--- config.mk ---
export PLATFORM = sky130hd
export DESIGN_NAME = mips_control_fsm
export DESIGN_NICKNAME = d
export VERILOG_FILES = /design/src/rtl/mips_control_fsm.sv
export SDC_FILE = /design/constraint.sdc
export NUM_CORES = 1
export LEC_CHECK = 0
export CORE_MARGIN = 1
export CORE_UTILIZATION = 50
export DETAILED_ROUTE_END_ITERATION = 7
export MAX_ROUTING_LAYER = met4
export PLACE_DENSITY = 0.79
export SLEW_MARGIN = 20
export SYNTH_ARGS = -nofsm -noshare
export SYNTH_HDL_FRONTEND = slang
export SYNTH_SLANG_ARGS = --single-unit
--- constraint.sdc ---
create_clock -name clk -period 2.6 [get_ports clk]
set_input_delay 0.52 -clock clk [delete_from_list [all_inputs] [get_ports clk]]
set_output_delay 0.52 -clock clk [all_outputs]
set_load 0.05 [all_outputs]
--- src/rtl/mips_control_fsm.sv ---
// Multi-cycle FETCH/EXEC1/EXEC2/HALT sequencer for the MIPS core: Avalon stalls, counted mult/div stall.
// Optional build macro MIPS_CTRL_WATCHDOG_EN adds a waitrequest watchdog that raises a sticky fault.
module mips_control_fsm #(
    parameter int MULDIV_CYCLES  = 32,
    parameter int TIMEOUT_CYCLES = 1024
) (
    input  logic       clk,
    input  logic       reset_n,
    input  logic       waitrequest,
    input  logic       halt_req,
    input  logic       is_load,
    input  logic       is_store,
    input  logic       is_muldiv,
    output logic [1:0] state,
    output logic       mem_read,
    output logic       mem_write,
    output logic       ir_load,
    output logic       pc_en,
    output logic       extra,
    output logic       muldiv_busy,
    output logic       active,
    output logic       fault
);

    localparam int CNT_W = $clog2(MULDIV_CYCLES + 1);
    localparam logic [CNT_W-1:0] CNT_LOAD = CNT_W'(MULDIV_CYCLES - 1);

    typedef enum logic [1:0] {
        S_FETCH = 2'b00,
        S_EXEC1 = 2'b01,
        S_EXEC2 = 2'b10,
        S_HALT  = 2'b11
    } state_t;

    state_t           state_q;
    state_t           state_d;
    state_t           state_fsm;
    logic [CNT_W-1:0] cnt_q;
    logic [CNT_W-1:0] cnt_d;

    logic rd_raw;
    logic wr_raw;
    logic irl_raw;
    logic pce_raw;
    logic ext_raw;
    logic busy_raw;

    logic cls_load;
    logic cls_store;
    logic cls_muldiv;
    logic wd_expire;

    // Priority is load > store > muldiv > other when the decoder flags overlap.
    assign cls_load   = is_load;
    assign cls_store  = !is_load && is_store;
    assign cls_muldiv = !is_load && !is_store && is_muldiv;

    always_ff @(posedge clk or negedge reset_n) begin
        if (!reset_n) begin
            state_q <= S_FETCH;
            cnt_q   <= '0;
        end else begin
            state_q <= state_d;
            cnt_q   <= cnt_d;
        end
    end

    always_comb begin
        state_fsm = state_q;
        cnt_d     = cnt_q;
        rd_raw    = 1'b0;
        wr_raw    = 1'b0;
        irl_raw   = 1'b0;
        pce_raw   = 1'b0;
        ext_raw   = 1'b0;
        busy_raw  = 1'b0;

        case (state_q)
            S_FETCH: begin
                if (halt_req) begin
                    state_fsm = S_HALT;
                end else begin
                    rd_raw = 1'b1;
                    if (!waitrequest) begin
                        irl_raw   = 1'b1;
                        state_fsm = S_EXEC1;
                    end
                end
            end

            S_EXEC1: begin
                ext_raw = is_load || is_muldiv;
                if (cls_load) begin
                    rd_raw = 1'b1;
                    if (!waitrequest) begin
                        state_fsm = S_EXEC2;
                    end
                end else if (cls_store) begin
                    wr_raw = 1'b1;
                    if (!waitrequest) begin
                        pce_raw   = 1'b1;
                        state_fsm = S_FETCH;
                    end
                end else if (cls_muldiv) begin
                    cnt_d     = CNT_LOAD;
                    state_fsm = S_EXEC2;
                end else begin
                    pce_raw   = 1'b1;
                    state_fsm = S_FETCH;
                end
            end

            // Loads spend one writeback cycle here; mult/div sits until the counter drains to zero.
            S_EXEC2: begin
                ext_raw = is_load || is_muldiv;
                if (cls_muldiv) begin
                    if (cnt_q == '0) begin
                        pce_raw   = 1'b1;
                        state_fsm = S_FETCH;
                    end else begin
                        busy_raw = 1'b1;
                        cnt_d    = cnt_q - CNT_W'(1);
                    end
                end else begin
                    pce_raw   = 1'b1;
                    state_fsm = S_FETCH;
                end
            end

            S_HALT: begin
                state_fsm = S_HALT;
            end

            default: begin
                state_fsm = S_HALT;
            end
        endcase
    end

`ifdef MIPS_CTRL_WATCHDOG_EN
    localparam logic [15:0] WD_LAST = 16'(TIMEOUT_CYCLES - 1);

    logic [15:0] wd_q;
    logic        fault_q;

    // Counts back-to-back stalled strobe cycles; any cycle without waitrequest restarts the count.
    assign wd_expire = (rd_raw || wr_raw) && waitrequest && (wd_q == WD_LAST);

    always_ff @(posedge clk or negedge reset_n) begin
        if (!reset_n) begin
            wd_q    <= '0;
            fault_q <= 1'b0;
        end else begin
            if (!waitrequest) begin
                wd_q <= '0;
            end else if (rd_raw || wr_raw) begin
                wd_q <= wd_q + 16'd1;
            end
            if (wd_expire) begin
                fault_q <= 1'b1;
            end
        end
    end

    assign fault = fault_q;
`else
    assign wd_expire = 1'b0;
    assign fault     = 1'b0;
`endif

    assign state_d = wd_expire ? S_HALT : state_fsm;

    // Strobes are held low while reset is asserted so the datapath sees no stray handshake.
    assign state       = state_q;
    assign mem_read    = reset_n && rd_raw;
    assign mem_write   = reset_n && wr_raw;
    assign ir_load     = reset_n && irl_raw;
    assign pc_en       = reset_n && pce_raw;
    assign extra       = reset_n && ext_raw;
    assign muldiv_busy = reset_n && busy_raw;
    assign active      = (state_q != S_HALT);

    ap_no_irl_pce_overlap: assert property (@(posedge clk) disable iff (!reset_n) !(ir_load && pc_en));

endmodule

---- Word-level counts from Yosys, hierarchy flattened ----
Cells that the tools add are included.
operators by class
  multiplexer cells ....................... 35
  equal/unequal tests ..................... 13
  $add $sub $neg .......................... 1
  reduce and logical (&&, ||, !) cells .... 18
operator list
  operator                                                            number
  6-bit 2-to-1 mux                                                    5
  2-bit 2-to-1 mux                                                    9
  1-bit 2-to-1 mux                                                    17
  2-bit != test, second input constant                                6
  3-bit != test, second input constant                                4
  6-bit one-hot mux with 2 select lines                               1
  1-bit logical AND                                                   9
  2-bit one-hot mux with 4 select lines                               1
  6-bit logical NOT                                                   1
  6-bit AND reduction                                                 1
  6-bit by 1-bit subtractor with 6-bit output, second input constant  1
  2-bit == test, second input constant                                2
  1-bit one-hot mux with 2 select lines                               2
  4-bit AND reduction                                                 1
  2-bit by 1-bit == test with 1-bit output, second input constant     1
  1-bit logical NOT                                                   2
  2-bit logical NOT                                                   1
  2-bit nonzero test                                                  1
  2-bit OR reduction                                                  1
  1-bit logical OR                                                    1
word-level totals
  output and inout bits ................... 10
  logic and storage cells ................. 69
  flip-flop bits (word level) ............. 8

---- Depth between registers and ports, before layout ----
Gate-level depths: netlist of run 1.
  depth after elaboration ................. 8
  gate-level depth with buffers ........... 6

---- Worst setup path before layout of run 1 ----
Ideal clock, no wire load.
  kind .................................... flip-flop to output port
  from .................................... register state_q[0], in the netlist state[0]
  to ...................................... output port pc_en
  setup slack ............................. -353 ps
  buffers on the path ..................... 1
  arrival ................................. 2433 ps
  cell stages (with the launch flop) ...... 6
  path through ............................ dfrtp_1 > inv_1 > ha_1 > dlymetal6s2s_1 > nand3_1 > o21ai_0
on the way
  longest elaborated chain between the ends .. 3
  elaborated cells between the ends (all ways) .. 4
  those cells by class .................... eq/ne (2); mux (1); reduce/logical (1)
RTL lines
  what                                                                              RTL line  text
  from (decl)                                                                       35        state_t state_q;
  from (signal assigned)                                                            63        state_q <= state_d;
  2-bit == test / 2-bit by 1-bit == test with 1-bit output (equally long branches)  78        case (state_q)
  1-bit one-hot mux with 2 select lines *                                           78
  1-bit logical AND *                                                               178       assign pc_en = reset_n && pce_raw;
  to (decl)                                                                         18        output logic pc_en,
Every way passes the cells marked *; elsewhere a longest branch is shown, timed or not.

---- Worst setup path in the final report of run 1 ----
  from .................................... input port is_muldiv
  to ...................................... output port muldiv_busy
on the way
  longest elaborated chain between the ends .. 4
RTL lines
  what               RTL line  text
  from (decl)        13        input logic is_muldiv,
  1-bit logical AND  56        assign cls_muldiv = !is_load && !is_store && is_muldiv;
  1-bit 2-to-1 mux   116       if (cls_muldiv) begin
  1-bit 2-to-1 mux   78
  1-bit logical AND  180       assign muldiv_busy = reset_n && busy_raw;
  to (decl)          20        output logic muldiv_busy,
Every way passes these cells.

==> results of run 1 <==
==> flip-flops by register name, summed over array words and instances (netlist names) <==
| signal | flops |
|---|---|
| cnt_q | 6 |
| state | 2 |
==> Yosys cell counts (all sizes together) <==
cell and count:
nand2 7, and2b 1, nor3 1, a22o 1, conb 1, and3 2, a21boi 2, mux2i 1
a221oi 1, inv 5, o211ai 1, nand4b 1, o31a 1, dfrtp 8, or4 2, nor2 2
buf 1, a21oi 4, o211a 2, dlymetal6s2s 1, nand3 1, a31oi 2, ha 6, o2bb2ai 1
nand4 1, o22ai 2, o21a 2, nor3b 2, o21ai 8, nand2b 1, o41ai 1, nor2b 5
==> area by class of cell <==
type                    instances  area, um2  share of cell area (%)
well taps                      14       17.5                    1.85
repair buffers                 21        243                    25.7
inverters                       5       18.8                    1.99
flip-flops and latches          8        200                    21.2
multi-input cells              62        443                    46.9
clock buffers                   3       22.5                    2.38
==> path summary, 6_finish.rpt <==
path | to | cells after the start
setup / recovery | muldiv_busy | 5
hold / removal | cnt_q[0] | 1
setup reg to reg | state[0] | 7
hold reg to reg | cnt_q[0] | 1
max in group asynchronous | cnt_q[4] | 2
min in group asynchronous | cnt_q[3] | 2
==> cell usage in the layout, fill, tap and decap left out, drive strengths merged, types with 3 or more instances in the layout <==
cell type,n
a21oi,4
buf,12
clkbuf,3
clkdlybuf4s50,9
dfrtp,8
ha,6
inv,5
nand2,7
nor2b,5
o21ai,8
==> metal layers <==
layer	vias up	share of wire (%)	wire [um]	track usage (%)
met5	-	0	0	-
met4	0	1.5	25	16.4
met3	4	4.2	70	9.83
met2	19	49	817	44.2
met1	303	45	742	32.3
li1	327	-	-	-
==> where the power goes <==
| group | leakage [nW] | switching (W) | total [W] | internal, W |
|---|---|---|---|---|
| clock | 0.0138 | 0.0000473 | 0.000100 | 0.0000531 |
| sequential | 0.101 | 0 | 0.000125 | 0.000125 |
| combinational | 0.327 | 0.0000146 | 0.0000294 | 0.0000147 |
| total | 0.443 | 0.0000620 | 0.000254 | 0.000192 |
==> worst reg2reg max path: stages, from the launching register on <==
cell	delay, ns
sky130_fd_sc_hd__dfrtp_1	0.42
sky130_fd_sc_hd__inv_1	0.12
sky130_fd_sc_hd__ha_1	0.18
sky130_fd_sc_hd__nor2b_1	0.27
sky130_fd_sc_hd__a21boi_1	0.18
sky130_fd_sc_hd__buf_4	0.18
sky130_fd_sc_hd__a221oi_1	0.36
sky130_fd_sc_hd__mux2i_1	0.24
==> stage by stage <==
step	cell area [um2]	power, W
3_3_place_gp	922	0.000155
2_1_floorplan	682	0.000136
3_5_place_dp	922	0.000156
4_1_cts	945	0.000257
5_1_grt	945	0.000265
6_report	945	0.000254
==> cells by family after synthesis <==
kind of cell / count (synthesis) / synth area share (%)
fa+ha+maj: 6 / 11.1
mux: 1 / 1.48
compound gates: 28 / 27.5
other cells: 1 / 0.554
simple gates: 26 / 24.0
buf+inv: 7 / 5.73
flops: 8 / 29.6
==> results.md, run 1 <==
- The run finished with clean final reports.
- The worst voltage drop across the vdd grid is 0.221 mV.
- The critical path is of the input pin to primary output type.
- Adding up every negative setup slack in the final design gives 0 ns.
- The number of different library cells used by synthesis comes to 36.
- The floorplan step defined a die boundary enclosing 1510 um2.
- The number of global-route vias before repair is about 630.
- Headroom to the max-slew limit came out at 66.1%.
- After synthesis the cells add up to 677 um2.
- The internal reg-to-reg setup slack is 0.59 ns.
- For the pin with the worst max-slew slack, the measured transition is 0.506 ns.
- The cell with the largest stage delay on the worst path is sky130_fd_sc_hd__clkdlybuf4s50_1.
- The worst reg2reg path startpoint is cnt_q[0].
- The number of hold violations in the final report is 0.
- Setup repair after global routing left no endpoint under its margin.
- The die boundary height is 38.8 um.
- In the routed layout, each cell is associated on average with a via count of 5.78.
- Timing would allow up to 0.402 GHz.
- Synthesis inferred 8 register bits.
- The number of vias in the routed layout is 653.
- The signal on the critical path passes through clkdlybuf4s50_1 > nor3b_4 > a21boi_1 > and3_1 > buf_12.
- The critical path starts at is_muldiv.
- The final layout contains routed wiring with a total length of approximately 1.7 mm.
- In this run, CTS created clock tree buffers numbering 3.
- For this design, the CTS-stage hold fixing added 0 buffers.
- The share of layout cells above drive strength 1 is 19.2%.
- The clock net in this run drives a total of 8 sinks.
- The launching element type of the critical path is an input pin.
- Fill cells in the final layout number between 80 and 90.
- The detailed router finished its first iteration with 24 violations.
- The layout overhead on the synthesized area is 39.6%.
- At the placement stage, the worst setup path has a slack of 0.137 ns.
- The global placement routability congestion is between 0.8 and 0.9.
- The number of max-capacitance violations reported is 0.
- The number of standard-cell rows in the floorplan is 12.
- The number of standard cells in the layout, taps in and fillers out is around 110.
- The number of antenna diodes in the final layout is 0.
- The post-detailed-route count of antenna-violating nets is 0.
- The worst path uses a little over nine tenths of the clock period.
- The number of resized instances in the post-cts repair step is 0.
- The initial core utilization is 57.1%.
- The register clock-pin slew on the reported worst setup and hold paths is 0.05 ns.
- Dividing the detail-routed wire length by the instance count gives 14.7 um.
- The placeable core region is 1190 um2.
- The worst setup path is captured at a primary output.
- After global routing the overflow that remains totals 0.
- The count of pins on the block boundary is 17.
- The combined global-route utilization of all metal layers is 28.8%.
- Before antenna repair, the detailed router went through 4 iterations.
- The clock latency on the worst-skew pair is 0.26 ns.
- The total nets after synthesis is 90.
- The Yosys step of the flow raised 0 warnings.
- The tightest min-delay check is of the register to register type.
- The tightest hold path in the finished design has a slack of ~0.56 ns.
- The power density over cell area is 269 nW/um2.
- Synthesis produced a netlist whose cell count is 77.
- The mean cell area of the mapped netlist is ~8.8 um2.
- The number of cells in the design after placement is 110.
- The TritonCTS clock tree is done.
- The detailed-route DRC error count is 0.
- The number of antenna violations at the first check in global routing is 0.
- Cells fill about four fifths of the core in the end.
- The max-slew violation total from the final report came to 0.
- The largest stage delay on the critical path is 0.49 ns.
- The worst hold path startpoint is cnt_q[0].
- Broken down by cell family, the worst path's largest delay share belongs to buffers and inverters.
- The final worst clock skew is 0.00130 ns.
- The final setup violation count is 0.
- The data arrival time of the critical path is 1.97 ns.
- The combined buffer and inverter count along the critical path is 2.
- The count of port buffers added during placement is 15.
- The die boundary width is about 39 um.
- Of the synthesized area, sequential elements account for 29.6%.
- The data required time at the worst endpoint is 2.08 ns.
- The number of buffers inserted to repair setup after CTS is 0.
- The longest clock path from root to sink contains 2 buffers.
- After synthesis, the cell types taking the most area are sky130_fd_sc_hd__dfrtp_1 (30%), sky130_fd_sc_hd__ha_1 (11%), sky130_fd_sc_hd__nor2b_1 (4.6%), sky130_fd_sc_hd__o21ai_0 (4.4%), sky130_fd_sc_hd__nand2_1 (3.9%).
- In the final design database the tool counted ~110 nets.
- The depth of the CTS H-tree is 1.
- Of the post-synthesis cell area, the dominant cell type holds 29.6%.
- Of all nets on the critical path, the largest fanout is 4.
- Across all setup checks in the final design, the least slack found is 0.111 ns.
- The first global-routing pass estimated 2.79 mm of wire.
- The wire-length estimate of the detail-placed layout is 1.32 mm.
- The root buffer cell chosen for the clock tree is sky130_fd_sc_hd__clkbuf_4.
- sky130_fd_sc_hd__dfrtp_1 takes more of the synthesized area than any other cell.
- The worst path in the final design needs a cycle of 2.49 ns, including I/O delays and setup.
- The maximum number of pins on one net before global-route repair is 16.
- The leakage power figure is 0.443 nW.
No activity file was read; power rests on OpenSTA's default activity.
==> inputs of run 2 (changes only) <==
CORE_UTILIZATION = 47   (was 50)
PLACE_DENSITY = 0.75   (was 0.79)
clock period = 2.29 ns   (was 2.6 ns; I/O delays follow)
==> results.md, run 2 (synthesis gave the netlist of run 1 again) <==
- The layout overhead on the synthesized area is 44.2%.
- The worst reg2reg path startpoint is cnt_q[2].
- The pin slew with the least headroom to its limit is 0.495 ns.
- Counting along the longest clock path gives a buffer depth of 2.
- Buffers inserted to repair hold after CTS numbered 0.
- IR analysis of the VDD net gives a maximum drop of 0.267 mV.
- For this design the top-level I/O count stands at 17.
- Per report_power, the combinational group accounts for 11.6% of the total.
- The clock network fraction of total power is roughly 41%.
- Counting the buffers created by CTS gives 3.
- The most common library cell in the layout ignoring fill and taps is sky130_fd_sc_hd__clkdlybuf4s50_1.
- Once the clock tree was built, the setup fixing pass inserted 0 buffers.
- Fill cells in the final layout number 99.
- The reported net switching power is 0.0000753 W.
- The internal power of the cells is ~0.00022 W.
- The origin of the worst setup path is is_muldiv.
- Once detail routing completed, the nets flagged for antenna violations numbered 0.
- cnt_q holds more flip-flops than any other register.
- The tool flagged a number of max-cap violations equal to 0.
- The routed wire length per instance is 14.6 um.
- The largest stage delay on the critical path is 0.49 ns.
- Headroom to the max-slew limit came out at 66.9%.
- The worst path in the final design needs a cycle of 2.22 ns, including I/O delays and setup.
- The floorplan has 13 rows.
- The number of hold violations in the final report is 0.
- The cell with the largest stage delay on the worst path is sky130_fd_sc_hd__clkdlybuf4s50_1.
- In the layout the commonest cells are sky130_fd_sc_hd__clkdlybuf4s50_1 (9), sky130_fd_sc_hd__dfrtp_1 (8), sky130_fd_sc_hd__buf_4 (8).
- The final route contains 654 vias.
- The register clock-pin slew on the reported worst setup and hold paths is 0.07 ns.
- In the final layout, flip-flops and latches occupy 200 um2.
- In this run the worst path has a maximum fanout of 3.
- Clock latency on the worst-skew pair, taken at its later pin, is about 0.28 ns.
- The first-pass iteration count of the detailed router is 4.
- The power density over cell area is 302 nW/um2.
- Entering global routing, the biggest net connects 12 pins.
- The placeable core region is 1320 um2.
- Setup repair after global routing left no endpoint under its margin.
- The max-slew violation total from the final report is 0.
- The die boundary height is 40.0 um.
- The flip-flop count of the largest register, all copies and words added is 6.
- The critical path contains buffers and inverters numbering 3 combined.
- The number of antenna violations at the first check in global routing is 0.
- From left edge to right edge, the die measures 40.0 um.
- After the last flow step, the layout net total stands at between 100 and 150.
- The setup path with the least slack is of type input pin to primary output.
- The count of port buffers added during placement is 15.
- The total overflow reported by the global router is 0.
- The half-perimeter wire length of the detailed placement result is approximately 1.3 mm.
- In the final layout, the multi-input gates occupy roughly 450 um2.
- Setup violations remaining at the end of the flow were counted as 0.
- Traced cell by cell, the critical path runs through clkdlybuf4s50_1 > nor3b_4 > a21boi_2 > buf_4 > o21ai_1 > buf_6.
- The launching element type of the critical path is an input pin.
- The final worst clock skew is ~0.021 ns.
- Cells fill 74.1% of the core in the end.
- The floorplan die area is 1600 um2.
- The run finished with clean final reports.
- Across all setup checks in the final design, the least slack found is 0.0687 ns.
- The root cell of the clock tree is sky130_fd_sc_hd__clkbuf_4.
- Data arrives at the worst endpoint at 1.76 ns.
- At the worst endpoint, the required time is 1.83 ns.
- Grouping stages by cell kind, the critical path spends the most delay in buffers and inverters.
- Dividing the detail-routed via count by the number of cells gives ~5.6.
- The final critical-path share of the clock period is 97.0%.
- In this run, flip-flops and latches consume 47.9% of the power.
- The global placement routability congestion is 0.739.
- The TritonCTS clock tree is done.
- The switching power as a share of total power is 25.5%.
- The critical path endpoint category is a primary output.
- The analysis attributes to cell leakage a power of 0.465 nW.
- The post-route netlist has 23.8% of its cells at a drive strength greater than 1.
- The depth of the CTS H-tree is 1.
- The number of clock sinks is 8.
- The number of global-route vias before repair is between 500 and 600.
- The global-route wire length before repair is 2.48 mm.
- Global routing used around a quarter of the available tracks across all layers.
- After detailed routing, the number of remaining DRC violations is 0.
- The initial core utilization is 51.4%.
- For this block, the routed nets add up to ~1.7 mm of wire.
- The antenna cell count is 0.
- The count of routing violations after the opening detailed-route iteration is 7.
- Derived from the worst setup path, the maximum achievable clock frequency is 0.450 GHz.
- The class of the most critical hold timing path is input pin to asynchronous set/reset pin.
- The worst slack at placement is -0.00708 ns.
## run 2: power by group through the flow
stage | Sequential [W] | Clock [W] | Combinational, W
after floorplan | 0.000144 | 0 | 0.00000991
after global placement | 0.000144 | 0 | 0.0000336
after detailed placement | 0.000144 | 0 | 0.0000340
after CTS | 0.000141 | 0.000118 | 0.0000342
after global routing | 0.000141 | 0.000121 | 0.0000371
final | 0.000141 | 0.000119 | 0.0000342
## run 2: path summary, 6_finish.rpt
| kind | end | slack [ns] | cells past startpoint |
|---|---|---|---|
| hold reg to reg | cnt_q[0] | 0.58 | 1 |
| min in group clk | cnt_q[0] | 0.58 | 1 |
| setup / recovery | pc_en | 0.07 | 6 |
| setup reg to reg | cnt_q[5] | 0.46 | 4 |
| max in group asynchronous | cnt_q[1] | 1.40 | 2 |
| hold / removal | state[1] | 0.47 | 1 |
## run 2: area by class of cell
| type | count | share of cell area, % |
|---|---|---|
| multi-input combinational | 62 | 46.5 |
| sequential | 8 | 20.5 |
| clock buffer | 3 | 2.31 |
| inverter | 5 | 1.92 |
| timing repair buffer | 23 | 26.8 |
| tap | 15 | 1.92 |
## run 2: through the flow
step,area (um2),hold slack [ns],power [W],cells,TNS (ns)
floorplan,682,0.162,0.000154,77,-0.229
global placement,938,0.541,0.000178,113,0
detailed placement,938,0.545,0.000178,113,-0.00708
CTS,967,0.473,0.000294,116,0
global route,976,0.507,0.000299,116,0
finish,976,0.471,0.000295,116,0
## run 2: timing repair
item	in CTS	in global routing
gates cloned	0	0
pin swaps	0	0
gates resized for setup	2	3
endpoints found under the setup margin	1	1
## run 2: layer usage
metal / vias up / track usage (%) / share of wire (%)
li1: 336 / - / -
met1: 306 / 30.7 / 48
met2: 8 / 39.5 / 48
met3: 4 / 8.33 / 2.9
met4: 0 / 5.17 / 1.0
met5: - / - / 0
==> inputs of run 3 (changes only) <==
CTS_CLUSTER_SIZE = 30   (was unset)
==> results of run 3 <==
Same layout as run 2: the final DEF is identical, and so are final timing and power.
